==> src/rtl/pc_sequencer.sv <==
// Program-counter stage feeding instruction_fetch: holds the architectural PC,
// selects the next PC (sequential / branch / jump / jump-register / stall),
// and traps into a sticky fault state on misaligned or out-of-range targets.
module pc_sequencer #(
    parameter logic [31:0] RESET_VECTOR = 32'h0000_0000,
    parameter int unsigned IMEM_BYTES   = 28
) (
    input  logic        clk,
    input  logic        rst_n,
    input  logic        stall,
    input  logic        branch_taken,
    input  logic [31:0] branch_pc4,
    input  logic [15:0] branch_offset,
    input  logic        jump_valid,
    input  logic [25:0] jump_target,
    input  logic        jr_valid,
    input  logic [31:0] jr_addr,
    input  logic        halt,
    output logic [31:0] current_address,
    output logic [31:0] pc_plus4,
    output logic        pc_valid,
    output logic        fault,
    output logic [31:0] fault_addr
);

    localparam int unsigned PC_W   = 32;
    // Highest address whose full word still lies inside instruction memory
    localparam logic [PC_W-1:0] PC_MAX = PC_W'(IMEM_BYTES - 4);

    typedef enum logic [1:0] {
        ST_BOOT   = 2'd0,
        ST_RUN    = 2'd1,
        ST_HALTED = 2'd2,
        ST_FAULT  = 2'd3
    } state_t;

    state_t          r_state;
    logic [PC_W-1:0] r_pc;
    logic            r_fault;
    logic [PC_W-1:0] r_fault_addr;

    state_t          w_next_state;
    logic [PC_W-1:0] w_next_pc;
    logic            w_next_fault;
    logic [PC_W-1:0] w_next_fault_addr;

    logic [PC_W-1:0] w_pc_plus4;
    logic [PC_W-1:0] w_jump_pc;
    logic [PC_W-1:0] w_branch_pc;
    logic [PC_W-1:0] w_sel_pc;
    logic            w_sel_illegal;

    // Candidate targets; all arithmetic wraps modulo 2^32
    assign w_pc_plus4  = r_pc + PC_W'(4);
    assign w_jump_pc   = {w_pc_plus4[31:28], jump_target, 2'b00};
    assign w_branch_pc = branch_pc4 + {{14{branch_offset[15]}}, branch_offset, 2'b00};

    // Strict-priority next-PC select; any redirect beats stall
    always_comb begin
        w_sel_pc = w_pc_plus4;
        if (jr_valid) begin
            w_sel_pc = jr_addr;
        end else if (jump_valid) begin
            w_sel_pc = w_jump_pc;
        end else if (branch_taken) begin
            w_sel_pc = w_branch_pc;
        end else if (stall) begin
            w_sel_pc = r_pc;
        end
    end

    assign w_sel_illegal = (w_sel_pc[1:0] != 2'b00) || (w_sel_pc > PC_MAX);

    // State register and PC / fault capture
    always_ff @(posedge clk or negedge rst_n) begin
        if (!rst_n) begin
            r_state      <= ST_BOOT;
            r_pc         <= RESET_VECTOR;
            r_fault      <= 1'b0;
            r_fault_addr <= '0;
        end else begin
            r_state      <= w_next_state;
            r_pc         <= w_next_pc;
            r_fault      <= w_next_fault;
            r_fault_addr <= w_next_fault_addr;
        end
    end

    // Next-state logic; HALTED and FAULT only leave through reset
    always_comb begin
        w_next_state      = r_state;
        w_next_pc         = r_pc;
        w_next_fault      = r_fault;
        w_next_fault_addr = r_fault_addr;
        case (r_state)
            ST_BOOT: begin
                w_next_state = ST_RUN;
            end
            ST_RUN: begin
                if (halt) begin
                    w_next_state = ST_HALTED;
                end else if (w_sel_illegal) begin
                    w_next_state      = ST_FAULT;
                    w_next_fault      = 1'b1;
                    w_next_fault_addr = w_sel_pc;
                end else begin
                    w_next_pc = w_sel_pc;
                end
            end
            ST_HALTED: begin
                w_next_state = ST_HALTED;
            end
            ST_FAULT: begin
                w_next_state = ST_FAULT;
            end
            default: begin
                w_next_state = ST_BOOT;
            end
        endcase
    end

    assign current_address = r_pc;
    assign pc_plus4        = w_pc_plus4;
    assign pc_valid        = (r_state == ST_RUN);
    assign fault           = r_fault;
    assign fault_addr      = r_fault_addr;

endmodule

==> config.mk <==
export PLATFORM = sky130hd
export DESIGN_NAME = pc_sequencer
export DESIGN_NICKNAME = d
export VERILOG_FILES = /design/src/rtl/pc_sequencer.sv
export SDC_FILE = /design/constraint.sdc
export NUM_CORES = 1
export LEC_CHECK = 0
export ABC_AREA = 1
export CAP_MARGIN = 15
export CORE_MARGIN = 2
export CORE_UTILIZATION = 40
export CTS_BUF_LIST = sky130_fd_sc_hd__clkbuf_8
export CTS_CLUSTER_SIZE = 14
export DETAILED_ROUTE_END_ITERATION = 8
export DONT_BUFFER_PORTS = 1
export GPL_TIMING_DRIVEN = 0
export PLACE_DENSITY = 0.56
export SLEW_MARGIN = 10
export SYNTH_ARGS = -nofsm -noshare
export SYNTH_HDL_FRONTEND = slang
export SYNTH_SLANG_ARGS = --single-unit
==> constraint.sdc <==
create_clock -name clk -period 5.7 [get_ports clk]
set_clock_uncertainty 0.05 [all_clocks]
set_input_delay 0.855 -clock clk [delete_from_list [all_inputs] [get_ports clk]]
set_output_delay 0.855 -clock clk [all_outputs]
set_load 0.02 [all_outputs]
==> metrics.log <==
INFO  metric outcome = finished clean
INFO  metric cts-root-to-sink-buffers = 2
INFO  metric drc_violations_left = 0
INFO  metric unrepaired_setup_endpoints_after_global_routing = no
INFO  metric ctsHtreeMaxLevel = 3
INFO  metric pre_cts_ws = 1495 ps
INFO  metric final_cells = 1586
INFO  metric synthDominantCellAreaShare = 29.03%
INFO  metric synthTopCellsByArea = sky130_fd_sc_hd__nand2_1 (29%), sky130_fd_sc_hd__dfrtp_1 (23%), sky130_fd_sc_hd__nand3_1 (10%)
INFO  metric final-max-slew-violation-count = 0
INFO  metric post-cts-setup-buffers = 0
INFO  metric initialDrtViolationCount = 628
INFO  metric worstReg2RegStart = current_address[2]
INFO  metric worstPathMaxFanout = 10
INFO  metric cp_num_buf_inv = 2
INFO  metric worst-endpoint-arrival = 4210 ps
INFO  metric mappedNetlistNets = 1485
INFO  metric overflow = 0
INFO  metric initial_core_util = 40.52%
INFO  metric ys_seq_area_share = 23.12%
INFO  metric drt.antenna.violating_nets = 0
INFO  metric max_cap_viol_count = 0
INFO  metric tritoncts_num_sinks = 67
INFO  metric path_class = register to register
INFO  metric worst_ep_required_time = 5910 ps
INFO  metric synth_edf_count = 0
INFO  metric post_cts_resize_count = 0
INFO  metric post-place-cells = 1570
INFO  metric ys.flop_type = sky130_fd_sc_hd__dfrtp_1
INFO  metric row_count = 49
INFO  metric drive_above_1_share = 3.242%
INFO  metric worst_pin_slew = 645.8 ps
INFO  metric post_synthesis_register_bit_count = 67
INFO  metric first_pass_iters = 6
INFO  metric cp_cell_sequence = ha_1, nand2_2, nor2_4, nand2_1, nand2_1, nand3_1, a21oi_1, nand2_1, nand2_1, nand2_1, nor2_1, nand3_1, nor2_1, nand3_1, nor2_2, nand4_1, buf_2, nand2_1, inv_1
INFO  metric met3WireLength = 2.036 mm
INFO  metric syn-instance-count = 1341
INFO  metric totalNegativeSetupSlack = 0 ps
INFO  metric chipWidth = 138.7 um
INFO  metric p_leak = 4.460 nW
INFO  metric antenna_found_initial = 0
INFO  metric crit_path_max_delay_cell_type = sky130_fd_sc_hd__dfrtp_1
INFO  metric ff2ff_path_depth = 19
INFO  metric flow.area_growth_from_synthesis = 6.607%
INFO  metric grt_first_pass_wirelength = 43.13 mm
INFO  metric synth.cells.most_frequent = sky130_fd_sc_hd__nand2_1 (561), sky130_fd_sc_hd__inv_1 (190), sky130_fd_sc_hd__nor2_1 (154), sky130_fd_sc_hd__nand3_1 (145), sky130_fd_sc_hd__a21oi_1 (79)
INFO  metric crit_path_start_kind = register
INFO  metric place_congestion = 0.9524
INFO  metric critPathMaxStageDelay = 640 ps
INFO  metric worstReg2RegEnd = current_address[21]
INFO  metric place.detailed.hpwl = 22.51 mm
INFO  metric final_net_count = 1496
INFO  metric global_route.usage.total = 28.54%
INFO  metric cts.hold.buffers_added = 0
INFO  metric finalSetupViolations = 0
INFO  metric r2r_setup_slk = 1700 ps
INFO  metric yosys.cell_types.count = 32
INFO  metric syn-cell-area = 7253 um2
INFO  metric pin_count = 211
INFO  metric root_buffer = sky130_fd_sc_hd__clkbuf_8
INFO  metric core = 17900 um2
INFO  metric grt_start_max_net_pins = 68
INFO  metric place.port_buffers = 0
INFO  metric detail_route.wirelength = 27.36 mm
INFO  metric netlist.top_cell.by_area = sky130_fd_sc_hd__nand2_1
INFO  metric synth_async_sr_flop_share = 100.0%
INFO  metric timing.critical_path.max_delay_family = simple AND/OR/NAND/NOR gates
INFO  metric cts-buffers-inserted = 9
INFO  metric clk_transition_reported_paths = 90 ps
INFO  metric worst_skew_pair.late_latency = 370 ps
INFO  metric hold_class = input port to asynchronous set/reset pin
INFO  metric vdd_drop_max = 115.3 uV
INFO  metric die_area = 19230 um2
INFO  metric route.detailed.wl_per_inst = 17.25 um
INFO  metric critPathCaptureType = register
INFO  metric layout_setup_ws = 1700 ps
INFO  metric route.layer.met1.wl = 12.15 mm
INFO  metric syn_area_per_cell = 5.409 um2
INFO  metric timing.fmax = 250.0 MHz
INFO  metric cts_tree = done
INFO  metric total_power_divided_by_cell_area = 175.0 nW/um2
INFO  metric ys.warnings.count = 0
INFO  metric drt-vias-per-instance = 5.139
INFO  metric detailroute.via_count = 8150
INFO  metric report.final.hold_viol_count = 0
INFO  metric n_antenna_cell = 0
INFO  metric period_minus_slack = 4000 ps
INFO  metric floorplan.die.height = 138.7 um
INFO  metric max-slew-margin-rel = 56.95%
INFO  metric met2WireLength = 12.31 mm
INFO  metric first_global_vias = 7886
INFO  metric synth_most_common_cell = sky130_fd_sc_hd__nand2_1
INFO  metric period_share = 70.18%
INFO  metric crit_top_cell = sky130_fd_sc_hd__nand2_1
INFO  metric maxUsedRoutingLayer = met4
[cell families after synthesis]
kind of cell,after synthesis,share of synthesized area [%]
AO/OA/AOI/OAI,97,6.917
AND/OR/NAND/NOR,912,51.77
buffers and inverters,232,12.51
adder cells (fa/ha/maj),31,5.451
flip-flops,67,23.12
XOR/XNOR,2,0.2415
[how the worst max path moves through the flow]
| stage | from | cells after the start | slack, ps | to |
|---|---|---|---|---|
| floorplan | branch_pc4[2] | 19 | 2480 | current_address[5] |
| global placement | branch_pc4[2] | 20 | 1520 | current_address[27] |
| detailed placement | branch_pc4[2] | 19 | 1490 | current_address[21] |
| CTS | current_address[2] | 19 | 1760 | current_address[30] |
| global route | current_address[2] | 19 | 1370 | current_address[30] |
| finish | current_address[2] | 19 | 1700 | current_address[21] |
[routing by layer]
layer  up-vias  global-route usage (%)
li1       4178                       -
met1      3666                   38.43
met2       264                   45.81
met3        42                   6.112
met4         0                   9.516
met5         -                       0
[layout make-up]
class                      instances  area, um2
multi-input combinational       1042       4669
inverter                         193      724.4
fill                            2055      10170
tap                              229      286.5
clock buffer                       9      123.9
sequential                        67       1677
clock inverter                     7      68.82
buffer                            39      182.7
[cells in the final DEF (no fill, tap or decap), types with 2 or more instances in the layout]
cell / count
sky130_fd_sc_hd__inv_2: 3
sky130_fd_sc_hd__nor2_4: 2
sky130_fd_sc_hd__clkinv_2: 2
sky130_fd_sc_hd__dfrtp_1: 67
sky130_fd_sc_hd__a21oi_1: 79
sky130_fd_sc_hd__nand3_1: 145
sky130_fd_sc_hd__buf_4: 2
sky130_fd_sc_hd__nor2_2: 4
sky130_fd_sc_hd__nor3_1: 10
sky130_fd_sc_hd__o21ai_0: 6
sky130_fd_sc_hd__nand2_1: 561
sky130_fd_sc_hd__buf_2: 5
sky130_fd_sc_hd__buf_6: 3
sky130_fd_sc_hd__nand3_2: 3
sky130_fd_sc_hd__nand2_2: 3
sky130_fd_sc_hd__nand4_1: 16
sky130_fd_sc_hd__clkbuf_8: 9
sky130_fd_sc_hd__inv_1: 191
sky130_fd_sc_hd__clkbuf_1: 23
sky130_fd_sc_hd__ha_1: 30
sky130_fd_sc_hd__o21bai_1: 2
sky130_fd_sc_hd__or2_2: 3
sky130_fd_sc_hd__nor2_1: 154
sky130_fd_sc_hd__o21ai_1: 7
sky130_fd_sc_hd__nand3b_1: 9
sky130_fd_sc_hd__buf_1: 6
[through the flow]
| step | power [mW] | utilization, % | hold slack (ps) | instance area [um2] |
|---|---|---|---|---|
| after floorplan | 0.8358 | - | 418.4 | 7253 |
| after global placement | 0.9423 | 42.12 | 434.5 | 7540 |
| after detailed placement | 0.9433 | 42.12 | 441.8 | 7540 |
| after CTS | 1.365 | 43.19 | 95.65 | 7732 |
| after global routing | 1.446 | 43.19 | 97.44 | 7732 |
| final | 1.353 | 43.19 | 119.0 | 7732 |
[state kept, by name (all words and copies together) (netlist names)]
signal	flops
r_state	2
fault	1
fault_addr	32
current_address	32
[where the power goes]
| group | leakage (nW) | internal [mW] | switching (mW) |
|---|---|---|---|
| logic | 3.48 | 0.129 | 0.270 |
| clock network | 0.101 | 0.201 | 0.212 |
| registers | 0.881 | 0.497 | 0.0443 |
No activity file was read; power rests on OpenSTA's default activity.
